[config.mk]
export PLATFORM = sky130hd
export DESIGN_NAME = uart_receiver_flat
export DESIGN_NICKNAME = d
export VERILOG_FILES = /design/src/rtl/uart_pkg.sv /design/src/rtl/uart_receiver_if.sv /design/src/rtl/uart_tick_gen.sv /design/src/rtl/uart_receiver.sv /design/src/flat_wrapper.sv
export SDC_FILE = /design/constraint.sdc
export NUM_CORES = 1
export LEC_CHECK = 0
export ABC_AREA = 1
export CAP_MARGIN = 20
export CORE_MARGIN = 2
export CORE_UTILIZATION = 35
export DETAILED_ROUTE_END_ITERATION = 6
export SLEW_MARGIN = 0
export SYNTH_ARGS = -nofsm -noshare
export SYNTH_HDL_FRONTEND = slang
export SYNTH_SLANG_ARGS = --single-unit
[constraint.sdc]
create_clock -name clkSys -period 2 [get_ports clkSys]
set_input_delay 0.2 -clock clkSys [delete_from_list [all_inputs] [get_ports clkSys]]
set_output_delay 0.2 -clock clkSys [all_outputs]
set_load 0.02 [all_outputs]
[src/rtl/uart_pkg.sv]
// -----------------------------------------------------------------------------
// uart_pkg
// Shared definitions for the UART receive path:
//   - uart_state_t    : receiver FSM states
//   - IDLE_LEVEL      : level of the serial line when idle (mark)
//   - tick_div()      : oversampling tick divider, floor(FREQ_SYS/(BAUD*OS))
//   - tick_cnt_width(): width of the tick divider counter
// -----------------------------------------------------------------------------
package uart_pkg;

    localparam logic IDLE_LEVEL = 1'b1;

    typedef enum logic [2:0] {
        IDLE      = 3'd0,
        START     = 3'd1,
        DATA      = 3'd2,
        PARITY    = 3'd3,
        STOP      = 3'd4,
        WAIT_IDLE = 3'd5
    } uart_state_t;

    function automatic int tick_div(input int freq_sys, input int baud_rate, input int oversample);
        return freq_sys / (baud_rate * oversample);
    endfunction

    // A divider of 1 still needs a 1-bit counter
    function automatic int tick_cnt_width(input int div);
        return (div <= 1) ? 1 : $clog2(div);
    endfunction

endpackage

[src/rtl/uart_receiver_if.sv]
// -----------------------------------------------------------------------------
// uart_receiver_if
// Serial input and character handshake of the UART receiver.
//   rxIn      : serial line, asynchronous, idles high
//   rxAck     : consumer acknowledge, clears rxValid/overrun
//   rxData    : last good character
//   rxValid   : unacknowledged character held
//   frameErr  : one-cycle pulse, stop bit sampled low
//   overrun   : sticky, good character completed while rxValid was high
//   parityErr : one-cycle pulse, even parity check failed
//               (only when UART_RX_PARITY_EN is defined)
// Modports: slave = receiver side, master = line driver / consumer side.
// -----------------------------------------------------------------------------
interface uart_receiver_if #(
    parameter int DATA_BITS = 8
) ();
    logic                 rxIn;
    logic                 rxAck;
    logic [DATA_BITS-1:0] rxData;
    logic                 rxValid;
    logic                 frameErr;
    logic                 overrun;
`ifdef UART_RX_PARITY_EN
    logic                 parityErr;
`endif

    modport slave (
        input  rxIn,
        input  rxAck,
        output rxData,
        output rxValid,
        output frameErr,
`ifdef UART_RX_PARITY_EN
        output parityErr,
`endif
        output overrun
    );

    modport master (
        output rxIn,
        output rxAck,
        input  rxData,
        input  rxValid,
        input  frameErr,
`ifdef UART_RX_PARITY_EN
        input  parityErr,
`endif
        input  overrun
    );
endinterface

[src/rtl/uart_tick_gen.sv]
// -----------------------------------------------------------------------------
// uart_tick_gen
// Free-running oversampling tick generator. The counter runs 0..TICK_DIV-1
// and tick is high for the single cycle in which the counter is TICK_DIV-1.
// The counter is never re-phased to the line.
// Ports:
//   clkSys : system clock
//   rst    : asynchronous active-high reset
//   tick   : one-cycle oversampling tick
// -----------------------------------------------------------------------------
module uart_tick_gen
    import uart_pkg::*;
#(
    parameter int FREQ_SYS   = 125000000,
    parameter int BAUD_RATE  = 9600,
    parameter int OVERSAMPLE = 16
) (
    input  logic clkSys,
    input  logic rst,
    output logic tick
);
    localparam int TICK_DIV = tick_div(FREQ_SYS, BAUD_RATE, OVERSAMPLE);
    localparam int CNT_W    = tick_cnt_width(TICK_DIV);
    localparam logic [CNT_W-1:0] CNT_LAST = CNT_W'(TICK_DIV - 1);
    localparam logic [CNT_W-1:0] CNT_ZERO = {CNT_W{1'b0}};

    logic [CNT_W-1:0] cnt_r;
    logic [CNT_W-1:0] cnt_nxt_s;
    logic             tick_r;

    // Next divider count, wrapping after the last position
    always_comb begin
        if (cnt_r == CNT_LAST) begin
            cnt_nxt_s = CNT_ZERO;
        end else begin
            cnt_nxt_s = cnt_r + CNT_W'(1);
        end
    end

    // Divider register; tick_r is registered so it is high while cnt_r == CNT_LAST
    always_ff @(posedge clkSys or posedge rst) begin
        if (rst) begin
            cnt_r  <= CNT_ZERO;
            tick_r <= 1'b0;
        end else begin
            cnt_r  <= cnt_nxt_s;
            tick_r <= (cnt_nxt_s == CNT_LAST);
        end
    end

    assign tick = tick_r;

endmodule

[src/rtl/uart_receiver.sv]
// -----------------------------------------------------------------------------
// uart_receiver
// UART receive path: 2-flop synchroniser, oversampled deframing of
// start / DATA_BITS LSB-first data / stop, valid/ack character handshake,
// framing error pulse and sticky overrun flag.
// Optional build macro UART_RX_PARITY_EN adds an even parity bit between data
// and stop, checked into a one-cycle parityErr pulse beside the rxValid rise.
// Ports:
//   clkSys : system clock
//   rst    : asynchronous active-high reset
//   bus    : uart_receiver_if.slave (rxIn, rxAck, rxData, rxValid,
//            frameErr, overrun[, parityErr])
// -----------------------------------------------------------------------------
module uart_receiver
    import uart_pkg::*;
#(
    parameter int BAUD_RATE  = 9600,
    parameter int FREQ_SYS   = 125000000,
    parameter int OVERSAMPLE = 16,
    parameter int DATA_BITS  = 8
) (
    input  logic           clkSys,
    input  logic           rst,
    uart_receiver_if.slave bus
);
    localparam int SC_W = $clog2(OVERSAMPLE);
    localparam int BC_W = $clog2(DATA_BITS + 1);
    localparam logic [SC_W-1:0] SC_ZERO = {SC_W{1'b0}};
    localparam logic [SC_W-1:0] SC_HALF = SC_W'(OVERSAMPLE / 2 - 1);
    localparam logic [SC_W-1:0] SC_LAST = SC_W'(OVERSAMPLE - 1);
    localparam logic [BC_W-1:0] BC_ZERO = {BC_W{1'b0}};
    localparam logic [BC_W-1:0] BC_LAST = BC_W'(DATA_BITS - 1);

    logic                 sync_r;
    logic                 rx_s_r;
    logic                 tick_s;
    uart_state_t          state_r, state_nxt_s;
    logic [SC_W-1:0]      sample_cnt_r, sample_cnt_nxt_s;
    logic [BC_W-1:0]      bit_cnt_r, bit_cnt_nxt_s;
    logic [DATA_BITS-1:0] shift_r, shift_nxt_s;
    logic                 good_s;
    logic                 bad_s;
    logic [DATA_BITS-1:0] data_r;
    logic                 valid_r;
    logic                 frame_err_r;
    logic                 overrun_r;
`ifdef UART_RX_PARITY_EN
    logic                 parity_r, parity_nxt_s;
    logic                 parity_err_r;

    // Even parity holds when data plus parity bit has an even number of ones
    function automatic logic parity_ok(input logic [DATA_BITS-1:0] d, input logic p);
        return ~(^{d, p});
    endfunction
`endif

    uart_tick_gen #(
        .FREQ_SYS   (FREQ_SYS),
        .BAUD_RATE  (BAUD_RATE),
        .OVERSAMPLE (OVERSAMPLE)
    ) u_tick_gen (
        .clkSys (clkSys),
        .rst    (rst),
        .tick   (tick_s)
    );

    // Two-flop synchroniser for the asynchronous serial line
    always_ff @(posedge clkSys or posedge rst) begin
        if (rst) begin
            sync_r <= IDLE_LEVEL;
            rx_s_r <= IDLE_LEVEL;
        end else begin
            sync_r <= bus.rxIn;
            rx_s_r <= sync_r;
        end
    end

    // Deframing FSM state, sample/bit counters and shift register
    always_ff @(posedge clkSys or posedge rst) begin
        if (rst) begin
            state_r      <= IDLE;
            sample_cnt_r <= SC_ZERO;
            bit_cnt_r    <= BC_ZERO;
            shift_r      <= {DATA_BITS{1'b0}};
`ifdef UART_RX_PARITY_EN
            parity_r     <= 1'b0;
`endif
        end else begin
            state_r      <= state_nxt_s;
            sample_cnt_r <= sample_cnt_nxt_s;
            bit_cnt_r    <= bit_cnt_nxt_s;
            shift_r      <= shift_nxt_s;
`ifdef UART_RX_PARITY_EN
            parity_r     <= parity_nxt_s;
`endif
        end
    end

    // Next-state logic; good_s/bad_s strobe on the stop-bit sample tick
    always_comb begin
        state_nxt_s      = state_r;
        sample_cnt_nxt_s = sample_cnt_r;
        bit_cnt_nxt_s    = bit_cnt_r;
        shift_nxt_s      = shift_r;
        good_s           = 1'b0;
        bad_s            = 1'b0;
`ifdef UART_RX_PARITY_EN
        parity_nxt_s     = parity_r;
`endif
        case (state_r)
            IDLE: begin
                if (rx_s_r != IDLE_LEVEL) begin
                    state_nxt_s      = START;
                    sample_cnt_nxt_s = SC_ZERO;
                end else begin
                    state_nxt_s      = IDLE;
                end
            end
            START: begin
                if (tick_s) begin
                    if (sample_cnt_r == SC_HALF) begin
                        // Mid start bit: a high line here was only a glitch
                        sample_cnt_nxt_s = SC_ZERO;
                        bit_cnt_nxt_s    = BC_ZERO;
                        if (rx_s_r != IDLE_LEVEL) begin
                            state_nxt_s = DATA;
                        end else begin
                            state_nxt_s = IDLE;
                        end
                    end else begin
                        sample_cnt_nxt_s = sample_cnt_r + SC_W'(1);
                    end
                end else begin
                    sample_cnt_nxt_s = sample_cnt_r;
                end
            end
            DATA: begin
                if (tick_s) begin
                    if (sample_cnt_r == SC_LAST) begin
                        // LSB arrives first, so shift in from the top
                        shift_nxt_s      = {rx_s_r, shift_r[DATA_BITS-1:1]};
                        sample_cnt_nxt_s = SC_ZERO;
                        if (bit_cnt_r == BC_LAST) begin
                            bit_cnt_nxt_s = BC_ZERO;
`ifdef UART_RX_PARITY_EN
                            state_nxt_s   = PARITY;
`else
                            state_nxt_s   = STOP;
`endif
                        end else begin
                            bit_cnt_nxt_s = bit_cnt_r + BC_W'(1);
                        end
                    end else begin
                        sample_cnt_nxt_s = sample_cnt_r + SC_W'(1);
                    end
                end else begin
                    sample_cnt_nxt_s = sample_cnt_r;
                end
            end
`ifdef UART_RX_PARITY_EN
            PARITY: begin
                if (tick_s) begin
                    if (sample_cnt_r == SC_LAST) begin
                        parity_nxt_s     = rx_s_r;
                        sample_cnt_nxt_s = SC_ZERO;
                        state_nxt_s      = STOP;
                    end else begin
                        sample_cnt_nxt_s = sample_cnt_r + SC_W'(1);
                    end
                end else begin
                    sample_cnt_nxt_s = sample_cnt_r;
                end
            end
`endif
            STOP: begin
                if (tick_s) begin
                    if (sample_cnt_r == SC_LAST) begin
                        sample_cnt_nxt_s = SC_ZERO;
                        if (rx_s_r == IDLE_LEVEL) begin
                            good_s      = 1'b1;
                            state_nxt_s = IDLE;
                        end else begin
                            // Held-low line or break must not retrigger reception
                            bad_s       = 1'b1;
                            state_nxt_s = WAIT_IDLE;
                        end
                    end else begin
                        sample_cnt_nxt_s = sample_cnt_r + SC_W'(1);
                    end
                end else begin
                    sample_cnt_nxt_s = sample_cnt_r;
                end
            end
            WAIT_IDLE: begin
                if (rx_s_r == IDLE_LEVEL) begin
                    state_nxt_s = IDLE;
                end else begin
                    state_nxt_s = WAIT_IDLE;
                end
            end
            default: begin
                state_nxt_s = IDLE;
            end
        endcase
    end

    // Character handshake and error flags; a completing byte beats a same-cycle ack
    always_ff @(posedge clkSys or posedge rst) begin
        if (rst) begin
            data_r       <= {DATA_BITS{1'b0}};
            valid_r      <= 1'b0;
            frame_err_r  <= 1'b0;
            overrun_r    <= 1'b0;
`ifdef UART_RX_PARITY_EN
            parity_err_r <= 1'b0;
`endif
        end else begin
            frame_err_r  <= bad_s;
`ifdef UART_RX_PARITY_EN
            parity_err_r <= good_s & ~parity_ok(shift_r, parity_r);
`endif
            if (good_s) begin
                data_r    <= shift_r;
                valid_r   <= 1'b1;
                overrun_r <= valid_r & ~bus.rxAck;
            end else if (bus.rxAck) begin
                valid_r   <= 1'b0;
                overrun_r <= 1'b0;
            end else begin
                valid_r   <= valid_r;
                overrun_r <= overrun_r;
            end
        end
    end

    assign bus.rxData   = data_r;
    assign bus.rxValid  = valid_r;
    assign bus.frameErr = frame_err_r;
    assign bus.overrun  = overrun_r;
`ifdef UART_RX_PARITY_EN
    assign bus.parityErr = parity_err_r;
`endif

endmodule
[src/flat_wrapper.sv]
// flat-port wrapper written by rule: the top's interface ports become plain ports
module uart_receiver_flat import uart_pkg::*;
#(
    parameter int BAUD_RATE  = 9600,
    parameter int FREQ_SYS   = 125000000,
    parameter int OVERSAMPLE = 16,
    parameter int DATA_BITS  = 8
)
  (clkSys, rst, bus_rxIn, bus_rxAck, bus_rxData, bus_rxValid, bus_frameErr, bus_overrun);
  uart_receiver_if #(.DATA_BITS(DATA_BITS)) bus_i ();
  input  logic clkSys;
  input  logic rst;
  input wire logic [$bits(bus_i.rxIn)-1:0] bus_rxIn;
  input wire logic [$bits(bus_i.rxAck)-1:0] bus_rxAck;
  output wire logic [$bits(bus_i.rxData)-1:0] bus_rxData;
  output wire logic [$bits(bus_i.rxValid)-1:0] bus_rxValid;
  output wire logic [$bits(bus_i.frameErr)-1:0] bus_frameErr;
  output wire logic [$bits(bus_i.overrun)-1:0] bus_overrun;
  assign bus_i.rxIn = bus_rxIn;
  assign bus_i.rxAck = bus_rxAck;
  assign bus_rxData = bus_i.rxData;
  assign bus_rxValid = bus_i.rxValid;
  assign bus_frameErr = bus_i.frameErr;
  assign bus_overrun = bus_i.overrun;
  uart_receiver #(.BAUD_RATE(BAUD_RATE), .FREQ_SYS(FREQ_SYS), .OVERSAMPLE(OVERSAMPLE), .DATA_BITS(DATA_BITS)) u_core (.clkSys(clkSys), .rst(rst), .bus(bus_i));
endmodule
Yosys cells after proc, flatten, opt, wreduce, memory -nomap -nowiden. Index checks and enable logic that the tools add are counted.

Flip-flop bits (word level): 43. Output and inout port bits: 11. Bits of input ports: 4.

Reduce and logical (&&, ||, !) cells: 9. Equality and inequality tests: 18. Bitwise logic cells: 2. Add/sub/neg operators: 3. Muxes and demuxes: 35.

Operators by type and width (number): $mux 4 (10); $mux 3 (8); $eq 10x10->1 const B (2); $pmux 3 s5 (1); $mux 1 (12); $pmux 4 s3 (1); $add 10x1->10 const B (1); $mux 10 (1); $ne 2x1->1 const B (5); $add 4x1->4 const B (2); $eq 4x3->1 const B (2); $ne 2x2->1 const B (4); $pmux 4 s2 (1); $reduce_and 7->1 (1); $eq 3x3->1 const B (2); $reduce_and 5->1 (1); $eq 4x4->1 const B (1); $reduce_and 4->1 (1); $reduce_bool 2->1 (2); $eq 3x1->1 const B (1); $eq 3x2->1 const B (1); $logic_not 3->1 (1); $reduce_and 3->1 (1); $reduce_bool 3->1 (1); other kinds (4) (4).

Depth between registers and ports, before layout.
Word-level depth: 5. Gate-level depth with buffers: 10. Depth with buffers taken out: 10.

Cells and area by module. A second synthesis with hierarchy kept.

Cells, all modules: 290. Area, all modules: 2313.5 um^2.

Modules (own cells, without submodules): uart_receiver (area each 1601.5 um^2, instances 1, cells an instance 189, sequential area each 803.3 um^2); uart_tick_gen (area each 711.9 um^2, instances 1, cells an instance 101, sequential area each 275.3 um^2).

Worst setup path before layout. OpenSTA, ideal clock, no wires.

Kind: reg2reg. Start point: reg u_core.sample_cnt_r[0]. End point: reg u_core.data_r[5], in the netlist u_core.bus.rxData[5]. Required time: 1.883 ns. Cell stages (with the launch flop): 10. Library setup time: 0.117 ns. Path slack: 0.599 ns. Period minus slack after synthesis: 1.401 ns. Arrival time: 1.284 ns. Cell sequence: dfrtp_1 -> ha_1 -> nand2_2 -> nor2_2 -> inv_2 -> nor2_8 -> nand3_4 -> buf_6 -> nand2_2 -> o21ai_2.

Cells in the longest elaborated chain, start to end: 4.

RTL lines: start: declaration (line uart_receiver.sv:38) `logic [SC_W-1:0] sample_cnt_r, sample_cnt_nxt_s;`; start signal: assignment (line uart_receiver.sv:90) `sample_cnt_r <= sample_cnt_nxt_s;`; $eq 4x4->1 (line uart_receiver.sv:177) `if (sample_cnt_r == SC_LAST) begin`; $mux 1 (line uart_receiver.sv:177); $mux 1 (line uart_receiver.sv:176) `if (tick_s) begin`; $mux 1 (line uart_receiver.sv:110) `case (state_r)`; end signal: assignment (line uart_receiver.sv:210) `data_r <= {DATA_BITS{1'b0}};`; end signal: assignment (line uart_receiver.sv:223) `data_r <= shift_r;`; end: declaration (line uart_receiver.sv:43) `logic [DATA_BITS-1:0] data_r;`.

No other way between the ends. A chain may end at the register's enable or synchronous reset.

Worst setup path after layout.
Start point: reg u_core.sample_cnt_r[0]. End point: reg u_core.state_r[0].

Cells in the longest elaborated chain, start to end: 3.

RTL lines: $eq 4x4->1 or $eq 4x3->1 (tied branches) (line uart_receiver.sv:139, uart_receiver.sv:177, uart_receiver.sv:121); $ne 2x1->1 (no source line); $reduce_and 7->1 (no source line) (*); end signal: assignment (line uart_receiver.sv:89) `state_r <= state_nxt_s;`; end: declaration (line uart_receiver.sv:37) `uart_state_t state_r, state_nxt_s;`.

Every way passes the cells marked *; elsewhere a longest branch is shown, timed or not.

==> run_results.csv <==
group,metric,value,unit
run_status,status,"complete, no violations",
floorplanning,start_util,0.359,
floorplanning,die_area,7090,µm²
power_and_ir_drop,max-vdd-ir-drop,0.375,mV
setup_path,regToRegStartpoint,"u_core.sample_cnt_r[0]",
sta,setup-tns-final,0,ns
placement,portBuffers,14,
sta,fin_crit,1.55,ns
detailed_routing,totalWireLength,4010,µm
detailed_routing,ant_nets,0,
setup_path,worst-r2r-setup-slack,0.45,ns
global_route,grtUsageMet2,0.196,
setup_path,startpoint,"u_core.sample_cnt_r[0]",
sta,hold_ws,0.233,ns
setup_path,worst_r2r_endpoint,"u_core.state_r[0]",
setup_path,cp-start-kind,"flop",
synthesis,synth_area,2250,µm²
floorplanning,pin_count,15,
clocking,cts-buffers-inserted,5,
cells_and_area,drive_above_1_share,0.151,
floorplanning,die_w,84.2,µm
global_route,antenna_found_initial,0,
detailed_routing,vias,1738,
setup_path,critPathCapture,"u_core.state_r[0]",
cells_and_area,area_delta_synth_final,14.5,%
clocking,cts_resized,0,
placement,dpl_cell_area,2490,µm²
cells_and_area,final_common_cell,"nand2_1",
clocking,clockBufferDepth,2,
run,maxCapViolCount,0,
sta,hold_violations,0,
sta,setup_violations,0,
placement,dp_slack,0.451,ns
global_route,grtUsageMet3,0.0295,
cells_and_area,antenna_cells,0,
floorplanning,die_h,84.2,µm
detailed_routing,first_pass_iters,4,
global_route,globalRoute.totalOverflow,0,
detailed_routing,drcViolationCount,0,
setup_path,crit_type,"reg -> reg",
global_route,use_met1,0.178,
sta,fin_ws,0.447,ns
cells_and_area,stdcell_area,2580,µm²
synthesis,synth_fp_nets,278,
global_route,grt_pass1_vias,1675,
power_and_ir_drop,leakagePower,0.00126,µW
placement,dp_hpwl,2990,µm
global_route,grt_max_degree,20,
synthesis,synth_enable_flop_cells,0,
synthesis,ys.flop_type,"dfrtp_1",
sta,rsz0062_at_grt,"no",
sta,clock.fmax,644,MHz
global_route,grt_usage,0.128,
clocking,clkLatencyLatePin,0.29,ns
sta,slew_headroom,0.546,
worst_hold_path,hold_path_class,"in -> async",
synthesis,ys_ff_latch,43,
sta,final.setup_skew,0.00905,ns
detailed_routing,drt_iter0_drc,89,
floorplanning,coreArea,6280,µm²
global_route,top_usage_layer,"met2",
cells_and_area,final_cell_mix,"72 x nand2_1, 41 x dfrtp_1, 38 x inv_1, 23 x nor2_1, 15 x o21ai_0",
synthesis,post_synth_num_cell_types,32,
clocking,cts.sink_count,43,
setup_path,path_max_fanout,4,
global_route,grt_pass1_wl,7500,µm
power_and_ir_drop,power_density,558,nW/µm²
floorplanning,rows,29,
synthesis,async_reset_ff_frac,1.00,
setup_path,r2r_cells,10,
placement,gp_congestion,0.901,
sta,worst_pin_slew,0.677,ns
setup_path,end_kind,"flop",
detailed_routing,viasPerCell,4.71,
synthesis,synthCells,270,
synthesis,avgSynthCellArea,8.34,µm²
cells_and_area,final_util,0.411,
clocking,cts_tree,"done",
synthesis,ys_seq_area_frac,0.479,
sta,period_share,0.776,
clocking,cts.clk_slew.worst_paths,0.08,ns
clocking,cts_max_level,2,
synthesis,synth_warnings,0,
sta,slew_viol_final,0,
detailed_routing,routedWlPerCell,10.9,µm
clocking,post_cts_buffers,0,
setup_path,required,2.18,ns
clocking,cts-root-buf,"clkbuf_8",
setup_path,crit_arrival,1.73,ns
clocking,ctsHoldBuffers,0,
cells_and_area,layout.nets,299,
## power by group
group / switching (µW) / internal (µW) / leakage, µW / total, µW
combinational: 19.5 / 11.0 / 0.000648 / 30.5
clock: 289 / 244 / 0.0000412 / 533
sequential: 2.88 / 872 / 0.000574 / 875
total: 311 / 1130 / 0.00126 / 1440
## worst max-delay path, cell delays in order, from the launching register on
cell and delay [ns]:
dfrtp_1 0.39, ha_1 0.21, nand2_2 0.08, nor2_2 0.11, inv_2 0.09, nand2_1 0.09, inv_1 0.06, nor2_2 0.20
nand3_2 0.11, nand2_1 0.07, nand2_1 0.05
## per-layer routing
layer  wire length, µm  vias to the layer above
met5                 0                        -
met4                44                        0
li1                  -                      900
met3               114                        4
met1              2030                      811
met2              1820                       23
## through the flow
step,std cells,total power [µW]
global route,369,1510
floorplan,270,906
global placement,361,925
detailed placement,361,925
finish,369,1440
CTS,369,1470
## registers in the layout, indices dropped and copies added, names as in the netlist
name                     count
u_core.bit_cnt_r             4
u_core.u_tick_gen.cnt_r     10
u_core.u_tick_gen.tick       1
u_core.state_r               3
u_core.shift_r               8
u_core.sample_cnt_r          4
u_core.sync_r                1
u_core.rx_s_r                1
u_core.bus.rxValid           1
u_core.bus.frameErr          1
u_core.bus.overrun           1
u_core.bus.rxData            8
## logic make-up (layout without fill, tap and decap cells)
| group | Yosys count | in the layout | synth area share |
|---|---|---|---|
| simple gates | 144 | 144 | 0.322 |
| buf+inv | 46 | 68 | 0.0839 |
| flops | 43 | 43 | 0.479 |
| compound gates | 31 | 31 | 0.0850 |
| fa+ha+maj | 4 | 4 | 0.0222 |
| xor+xnor | 2 | 2 | 0.00778 |
## how the worst min path moves through the flow
stage	from	end	slack, ns	depth (start not counted)
floorplan	bus_rxIn	u_core.sync_r	0.20	0
global placement	u_core.sync_r	u_core.rx_s_r	0.35	0
detailed placement	u_core.sync_r	u_core.rx_s_r	0.35	0
CTS	rst	u_core.shift_r[4]	0.25	2
global route	rst	u_core.shift_r[3]	0.30	2
finish	rst	u_core.shift_r[3]	0.23	2
## Yosys cell counts (all sizes together) (2+ instances only)
library cell	number	area (µm²)
o21ai	27	165
nor2	30	154
ha	4	50.1
xor2	2	17.5
nand3	19	140
buf	2	22.5
nand4	9	56.3
dfstp	2	52.6
inv	43	161
nand3b	3	22.5
nand2	78	323
dfrtp	41	1030
## cell type report
class	count	area (µm²)
Clock inverter	2	12.5
Tap cell	77	96.3
Fill cell	629	3700
Multi-Input combinational cell	181	985
Sequential cell	43	1080
Timing Repair Buffer	16	168
Clock buffer	6	72.6
Inverter	44	166
(Power assumes the default switching activity.)
